`config.mk`:
```
export PLATFORM = sky130hd
export DESIGN_NAME = rom_load_sequencer_flat
export DESIGN_NICKNAME = d
export VERILOG_FILES = /design/src/rtl/druaga_pkg.sv /design/src/rtl/rom_load_sequencer_if.sv /design/src/rtl/rom_load_sequencer.sv /design/src/flat_wrapper.sv
export SDC_FILE = /design/constraint.sdc
export NUM_CORES = 1
export LEC_CHECK = 0
export ABC_CLOCK_PERIOD_IN_PS = 8000
export CORE_AREA = 4 4 114 89
export CTS_CLUSTER_SIZE = 12
export DETAILED_ROUTE_END_ITERATION = 6
export DIE_AREA = 0 0 118 93
export PLACE_DENSITY = 0.8
export SLEW_MARGIN = 20
export SYNTH_ARGS = -nofsm -noshare
export SYNTH_HDL_FRONTEND = slang
export SYNTH_SLANG_ARGS = --single-unit
```
`constraint.sdc`:
```
create_clock -name clk_sys -period 8 [get_ports clk_sys]
set_input_delay 1.6 -clock clk_sys [delete_from_list [all_inputs] [get_ports clk_sys]]
set_output_delay 1.6 -clock clk_sys [all_outputs]
set_load 0.05 [all_outputs]
```
`src/rtl/druaga_pkg.sv`:
```
// Shared types and constants for the Druaga ROM download and core reset sequencing.
package druaga_pkg;

    typedef enum logic [1:0] {
        EMPTY  = 2'd0,
        LOAD   = 2'd1,
        SETTLE = 2'd2,
        RUN    = 2'd3
    } state_e;

    localparam logic [7:0] ROM_INDEX = 8'd0;
    localparam logic [7:0] TNO_INDEX = 8'd1;
    localparam logic [7:0] DIP_INDEX = 8'd254;

    localparam int TNO_W  = 4;
    localparam int DSW_W  = 24;
    localparam int ADDR_W = 25;

endpackage

```
`src/rtl/rom_load_sequencer_if.sv`:
```
// HPS download stream in, core ROM write port out.
interface rom_load_sequencer_if;
    import druaga_pkg::*;

    logic              ioctl_download;
    logic              ioctl_wr;
    logic [ADDR_W-1:0] ioctl_addr;
    logic [7:0]        ioctl_dout;
    logic [7:0]        ioctl_index;

    logic              rom_we;
    logic [ADDR_W-1:0] rom_addr;
    logic [7:0]        rom_data;

    modport master (
        output ioctl_download, ioctl_wr, ioctl_addr, ioctl_dout, ioctl_index,
        input  rom_we, rom_addr, rom_data
    );

    modport slave (
        input  ioctl_download, ioctl_wr, ioctl_addr, ioctl_dout, ioctl_index,
        output rom_we, rom_addr, rom_data
    );

endinterface

```
`src/rtl/rom_load_sequencer.sv`:
```
// Routes downloaded ROM/title/DIP bytes to the game core and holds the core in
// reset until a ROM set is present and a settle window has elapsed.
//
//   state  | meaning
//   EMPTY  | no ROM loaded since RESET, core held in reset
//   LOAD   | download session in progress, core held in reset
//   SETTLE | ROM present, counting out the settle window
//   RUN    | core released
module rom_load_sequencer
    import druaga_pkg::*;
#(
    parameter int SETTLE_CYCLES = 1024,
    parameter int MAX_TNO       = 5
) (
    input  logic                 clk_sys,
    input  logic                 RESET,
    rom_load_sequencer_if.slave  bus,
    input  logic                 user_rst,
    output logic [TNO_W-1:0]     tno,
    output logic [DSW_W-1:0]     dsw,
    output logic                 core_rst,
    output logic                 ready,
    output logic                 load_err,
    output logic [ADDR_W-1:0]    rom_bytes
);

    localparam int CNT_W = (SETTLE_CYCLES > 2) ? $clog2(SETTLE_CYCLES) : 1;
    localparam logic [CNT_W-1:0] CNT_LAST  = CNT_W'(SETTLE_CYCLES - 1);
    localparam logic [TNO_W-1:0] MAX_TNO_L = TNO_W'(MAX_TNO);

    state_e             state_q, state_d;
    logic [CNT_W-1:0]   cnt_q, cnt_d;
    logic               rom_we_q, rom_we_d;
    logic [ADDR_W-1:0]  rom_addr_q, rom_addr_d;
    logic [7:0]         rom_data_q, rom_data_d;
    logic [TNO_W-1:0]   tno_q, tno_d;
    logic [DSW_W-1:0]   dsw_q, dsw_d;
    logic               core_rst_q, core_rst_d;
    logic               ready_q, ready_d;
    logic               load_err_q, load_err_d;
    logic [ADDR_W-1:0]  rom_bytes_q, rom_bytes_d;
    logic               rom_loaded_q, rom_loaded_d;

    logic accept, rom_hit, tno_hit, dip_hit, load_entry;

    assign accept  = bus.ioctl_wr & bus.ioctl_download;
    assign rom_hit = accept && (bus.ioctl_index == ROM_INDEX);
    assign tno_hit = accept && (bus.ioctl_index == TNO_INDEX);
    assign dip_hit = accept && (bus.ioctl_index == DIP_INDEX);

    always_comb begin
        state_d = state_q;
        cnt_d   = cnt_q;
        case (state_q)
            EMPTY: begin
                if (bus.ioctl_download) state_d = LOAD;
            end
            LOAD: begin
                if (!bus.ioctl_download) begin
                    state_d = rom_loaded_q ? SETTLE : EMPTY;
                    cnt_d   = '0;
                end
            end
            SETTLE: begin
                if (bus.ioctl_download) begin
                    state_d = LOAD;
                end else if (user_rst) begin
                    cnt_d = '0;
                end else if (cnt_q == CNT_LAST) begin
                    state_d = RUN;
                end else begin
                    cnt_d = cnt_q + CNT_W'(1);
                end
            end
            RUN: begin
                if (bus.ioctl_download) begin
                    state_d = LOAD;
                end else if (user_rst) begin
                    state_d = SETTLE;
                    cnt_d   = '0;
                end
            end
            default: state_d = EMPTY;
        endcase
    end

    assign load_entry = (state_d == LOAD) && (state_q != LOAD);

    // A byte accepted on the LOAD entry edge counts toward the new session.
    always_comb begin
        rom_we_d     = rom_hit;
        rom_addr_d   = rom_hit ? bus.ioctl_addr : rom_addr_q;
        rom_data_d   = rom_hit ? bus.ioctl_dout : rom_data_q;
        rom_loaded_d = rom_loaded_q | rom_hit;
        rom_bytes_d  = load_entry ? '0 : rom_bytes_q;
        if (rom_hit && (rom_bytes_d != '1)) rom_bytes_d = rom_bytes_d + ADDR_W'(1);

        load_err_d = load_entry ? 1'b0 : load_err_q;
        tno_d      = tno_q;
        if (tno_hit) begin
            if (bus.ioctl_dout[TNO_W-1:0] <= MAX_TNO_L) begin
                tno_d = bus.ioctl_dout[TNO_W-1:0];
            end else begin
                tno_d      = '0;
                load_err_d = 1'b1;
            end
        end

        dsw_d = dsw_q;
        if (dip_hit) begin
            case (bus.ioctl_addr)
                ADDR_W'(0): dsw_d[7:0]   = bus.ioctl_dout;
                ADDR_W'(1): dsw_d[15:8]  = bus.ioctl_dout;
                ADDR_W'(2): dsw_d[23:16] = bus.ioctl_dout;
                default:    dsw_d        = dsw_q;
            endcase
        end

        core_rst_d = (state_d != RUN);
        ready_d    = (state_d == RUN);
    end

    always_ff @(posedge clk_sys) begin
        if (RESET) begin
            state_q      <= EMPTY;
            cnt_q        <= '0;
            rom_we_q     <= 1'b0;
            rom_addr_q   <= '0;
            rom_data_q   <= '0;
            tno_q        <= '0;
            dsw_q        <= '0;
            core_rst_q   <= 1'b1;
            ready_q      <= 1'b0;
            load_err_q   <= 1'b0;
            rom_bytes_q  <= '0;
            rom_loaded_q <= 1'b0;
        end else begin
            state_q      <= state_d;
            cnt_q        <= cnt_d;
            rom_we_q     <= rom_we_d;
            rom_addr_q   <= rom_addr_d;
            rom_data_q   <= rom_data_d;
            tno_q        <= tno_d;
            dsw_q        <= dsw_d;
            core_rst_q   <= core_rst_d;
            ready_q      <= ready_d;
            load_err_q   <= load_err_d;
            rom_bytes_q  <= rom_bytes_d;
            rom_loaded_q <= rom_loaded_d;
        end
    end

    assign bus.rom_we   = rom_we_q;
    assign bus.rom_addr = rom_addr_q;
    assign bus.rom_data = rom_data_q;
    assign tno          = tno_q;
    assign dsw          = dsw_q;
    assign core_rst     = core_rst_q;
    assign ready        = ready_q;
    assign load_err     = load_err_q;
    assign rom_bytes    = rom_bytes_q;

endmodule

```
`src/flat_wrapper.sv`:
```
// flat-port wrapper written by rule: the top's interface ports become plain ports
module rom_load_sequencer_flat import druaga_pkg::*;
#(
    parameter int SETTLE_CYCLES = 1024,
    parameter int MAX_TNO       = 5
)
  (clk_sys, RESET, user_rst, tno, dsw, core_rst, ready, load_err, rom_bytes, bus_ioctl_download, bus_ioctl_wr, bus_ioctl_addr, bus_ioctl_dout, bus_ioctl_index, bus_rom_we, bus_rom_addr, bus_rom_data);
  rom_load_sequencer_if bus_i ();
  input  logic clk_sys;
  input  logic RESET;
  input  logic user_rst;
  output logic [TNO_W-1:0] tno;
  output logic [DSW_W-1:0] dsw;
  output logic core_rst;
  output logic ready;
  output logic load_err;
  output logic [ADDR_W-1:0] rom_bytes;
  input wire logic [$bits(bus_i.ioctl_download)-1:0] bus_ioctl_download;
  input wire logic [$bits(bus_i.ioctl_wr)-1:0] bus_ioctl_wr;
  input wire logic [$bits(bus_i.ioctl_addr)-1:0] bus_ioctl_addr;
  input wire logic [$bits(bus_i.ioctl_dout)-1:0] bus_ioctl_dout;
  input wire logic [$bits(bus_i.ioctl_index)-1:0] bus_ioctl_index;
  output wire logic [$bits(bus_i.rom_we)-1:0] bus_rom_we;
  output wire logic [$bits(bus_i.rom_addr)-1:0] bus_rom_addr;
  output wire logic [$bits(bus_i.rom_data)-1:0] bus_rom_data;
  assign bus_i.ioctl_download = bus_ioctl_download;
  assign bus_i.ioctl_wr = bus_ioctl_wr;
  assign bus_i.ioctl_addr = bus_ioctl_addr;
  assign bus_i.ioctl_dout = bus_ioctl_dout;
  assign bus_i.ioctl_index = bus_ioctl_index;
  assign bus_rom_we = bus_i.rom_we;
  assign bus_rom_addr = bus_i.rom_addr;
  assign bus_rom_data = bus_i.rom_data;
  rom_load_sequencer #(.SETTLE_CYCLES(SETTLE_CYCLES), .MAX_TNO(MAX_TNO)) u_core (.clk_sys(clk_sys), .RESET(RESET), .bus(bus_i), .user_rst(user_rst), .tno(tno), .dsw(dsw), .core_rst(core_rst), .ready(ready), .load_err(load_err), .rom_bytes(rom_bytes));
endmodule
```
==> out/results.tsv <==
stage	metric	value	unit
critical_path	cp-start-kind	input pin	
synthesis	synth.top_cell.area_share	46.7	%
job	drv_cap	0	
drt	drc	0	
clock_network	root_buffer	clkbuf_16	
critical_path	critPathMaxStageDelay	0.88	ns
hold_path	hold_path_end	u_core.bus.rom_addr[6]	
die	core_area	8930	um2
clock_network	cts_max_level	3	
synthesis	syn_area	4420	um2
finish	fin_nets	687	
drt	vias_per_cell	5.78	
hold_path	worstHoldPathType	register to register	
sta	timing.fmax	0.199	GHz
clock_network	postCtsSetupRepairBufs	0	
die	die_y	93	um
clock_network	clkSinkCount	103	
finish	area.sequential	2060	um2
finish	drive_gt1_share	5.29	%
sta	tightest_slew	0.852	ns
die	rows	30	
sta	tns	0	ns
sta	setup_viol	0	
clock_network	clk_pin_slew	0.08	ns
die	die_w	118	um
synthesis	ys_seq_area_share	46.7	%
hold_path	hp-start	u_core.bus.rom_addr[6]	
critical_path	path_buf_inv	1	
die	boundaryPins	136	
synthesis	synth-edff-count	0	
critical_path	worstReg2RegEnd	u_core.rom_bytes[7]	
placement	hpwl	9580	um
synthesis	synthCells	514	
power_and_ir_drop	power_leakage	2.21	nW
global_route	grt_antenna_before_repair	0	
hold_path	hold_depth	2	
finish	synthToLayoutAreaGrowth	38.7	%
critical_path	cp_data_required_time	8.27	ns
sta	clock_skew	0.00303	ns
critical_path	end_kind	register	
synthesis	synth_common_cells	dfxtp_1, nand2_1, a21oi_1	
drt	drt_iter0_drc	345	
sta	hold_violations	0	
critical_path	rrSetupSlack	4.38	ns
power_and_ir_drop	finalPower	1.01	mW
drt	wire_per_inst	17.3	um
finish	finalNonFillerCells	755	
critical_path	cp_max_fo	23	
power_and_ir_drop	p_per_area	164	nW/um2
drt	dr.pass1.iters	5	
clock_network	cts_tree	built	
global_route	grt_max_degree	82	
synthesis	synth_seq_cells	103	
finish	antenna_cells	0	
synthesis	synth_area_leader_cell	dfxtp_1	
clock_network	clk-insertion-delay-late	0.34	ns
sta	fin_crit_sh	62.8	%
global_route	grt_overflow	0	
global_route	first_global_vias	4272	
critical_path	worst_path_max_delay_cell	clkdlybuf4s50_1	
power_and_ir_drop	vdd.ir_drop.worst	98.9	uV
global_route	grt_use_total	23.4	%
finish	stdcell_area	6130	um2
synthesis	synth_most_common_cell	dfxtp_1	
drt	vias	4364	
placement	place_inst	740	
drt	wl	13000	um
synthesis	async_flop_share	0	%
clock_network	clock_path_buffers	2	
drt	postRouteAntennaNets	0	
clock_network	cts-buffers-inserted	9	
critical_path	rr_worst_depth	9	
finish	fill_cells	709	
placement	globalplace.congestion	0.882	
sta	slew_violations	0	
sta	period_minus_slack	5.03	ns
status	outcome	complete, no violations	
placement	place_area	5830	um2
die	dieArea	11000	um2
critical_path	crit_type	input pin to register	
sta	relSlewSlack	43.0	%
synthesis	synthTopCellsByArea	dfxtp_1, nand2_1, a21oi_1	
global_route	grt_pass1_wl	20800	um
die	initial_core_util	49.4	%
synthesis	ys_warn_count	0	
placement	port_buffers	135	
sta	holdWs	0.456	ns
sta	grt_setup_unrepaired	no	
critical_path	cp_cell_sequence	clkdlybuf4s50_1 > nand2_1 > and2_1 > ha_1 > and4_1 > o211ai_1 > nor3_2 > or4_1 > a21oi_1	
synthesis	synth_nets	562	
critical_path	arrival	5.29	ns
clock_network	cts_hold_buf	0	
synthesis	synth_cell_types	54	
critical_path	crit-reg2reg-launch	u_core.state_q[1]	
finish	multi_input_area	2240	um2
synthesis	synth_ff_type	dfxtp_1	
synthesis	avgSynthCellArea	8.59	um2
critical_path	cpLargestDelayFamily	simple AND/OR/NAND/NOR gates	
clock_network	post_cts_resized	0	
-- final cells by class --
cell class	instances	area share, %
multi-input combinational	382	36.6
sequential	103	33.7
timing repair buffer	138	22.3
clock buffer	9	3.68
tap	112	2.29
clock inverter	6	1.14
inverter	5	0.306
-- cell usage in the layout, fill, tap and decap left out, types with 7 or more instances in the layout --
master	Yosys	final
clkbuf_16	0	9
nor2_1	44	44
and3_1	11	11
or4_1	8	8
and4_1	7	7
nand3_1	20	20
mux2i_1	29	29
o31ai_1	7	7
a21oi_1	60	60
xor2_1	8	8
nand4_1	14	14
nand2_1	100	100
clkdlybuf4s50_1	0	134
dfxtp_1	103	103
-- through the flow --
stage	util [%]	setup slack [ns]
final	68.6	2.97
after global routing	68.6	2.70
after CTS	68.6	3.03
after detailed placement	65.3	2.68
after global placement	65.3	2.88
after floorplan	-	3.84
-- per-layer routing --
metal	vias up	track usage, %	routed length [um]
li1	2088	-	-
met1	2060	27.6	5220
met2	191	39.2	6220
met3	25	11.0	1400
met4	0	5.56	190
met5	-	0	0
-- flip-flops by register name, summed over array words and instances, names as in the netlist --
name and flops:
u_core.state_q 2, u_core.ready 1, u_core.tno 4, u_core.cnt_q 10
u_core.dsw 24, u_core.load_err 1, u_core.rom_loaded_q 1, u_core.bus.rom_data 8
u_core.rom_bytes 25, u_core.core_rst 1, u_core.bus.rom_addr 25, u_core.bus.rom_we 1
-- where the power goes --
part | internal (mW) | leakage [nW] | switching, mW
logic | 0.0243 | 1.25 | 0.0292
registers | 0.513 | 0.829 | 0.000794
clock network | 0.243 | 0.135 | 0.196
total | 0.780 | 2.21 | 0.226
-- worst max-delay path by stage --
stage                             startpoint                  end  slack (ns)  depth (start not counted)
final                     bus_ioctl_download  u_core.rom_bytes[7]        2.97                          9
after floorplan           bus_ioctl_download  u_core.rom_bytes[4]        3.84                         13
after CTS                 bus_ioctl_download  u_core.rom_bytes[7]        3.03                          9
after detailed placement  bus_ioctl_download  u_core.rom_bytes[7]        2.68                          9
after global routing      bus_ioctl_download  u_core.rom_bytes[4]        2.70                          9
after global placement    bus_ioctl_download  u_core.rom_bytes[7]        2.88                          9
-- worst register-to-register path, cell delays in order (launching register included) --
cell and delay, ns:
dfxtp_1 0.47, nand2b_1 0.37, nand2_1 0.50, and2_1 0.39
ha_1 0.24, and4_1 0.22, o211ai_1 0.36, nor3_2 0.29
or4_1 0.56, a21oi_1 0.15
-- cells by family after synthesis --
logic type	count (synthesis)	share of synthesized area, %
muxes	32	7.34
adders and majority gates	2	0.567
xor gates and xnor gates	9	1.79
buffers and inverters	29	2.55
and+or+nand+nor	246	27.9
AOI/OAI and AO/OA	93	13.1
DFF	103	46.7
No activity file was read; power rests on OpenSTA's default activity.
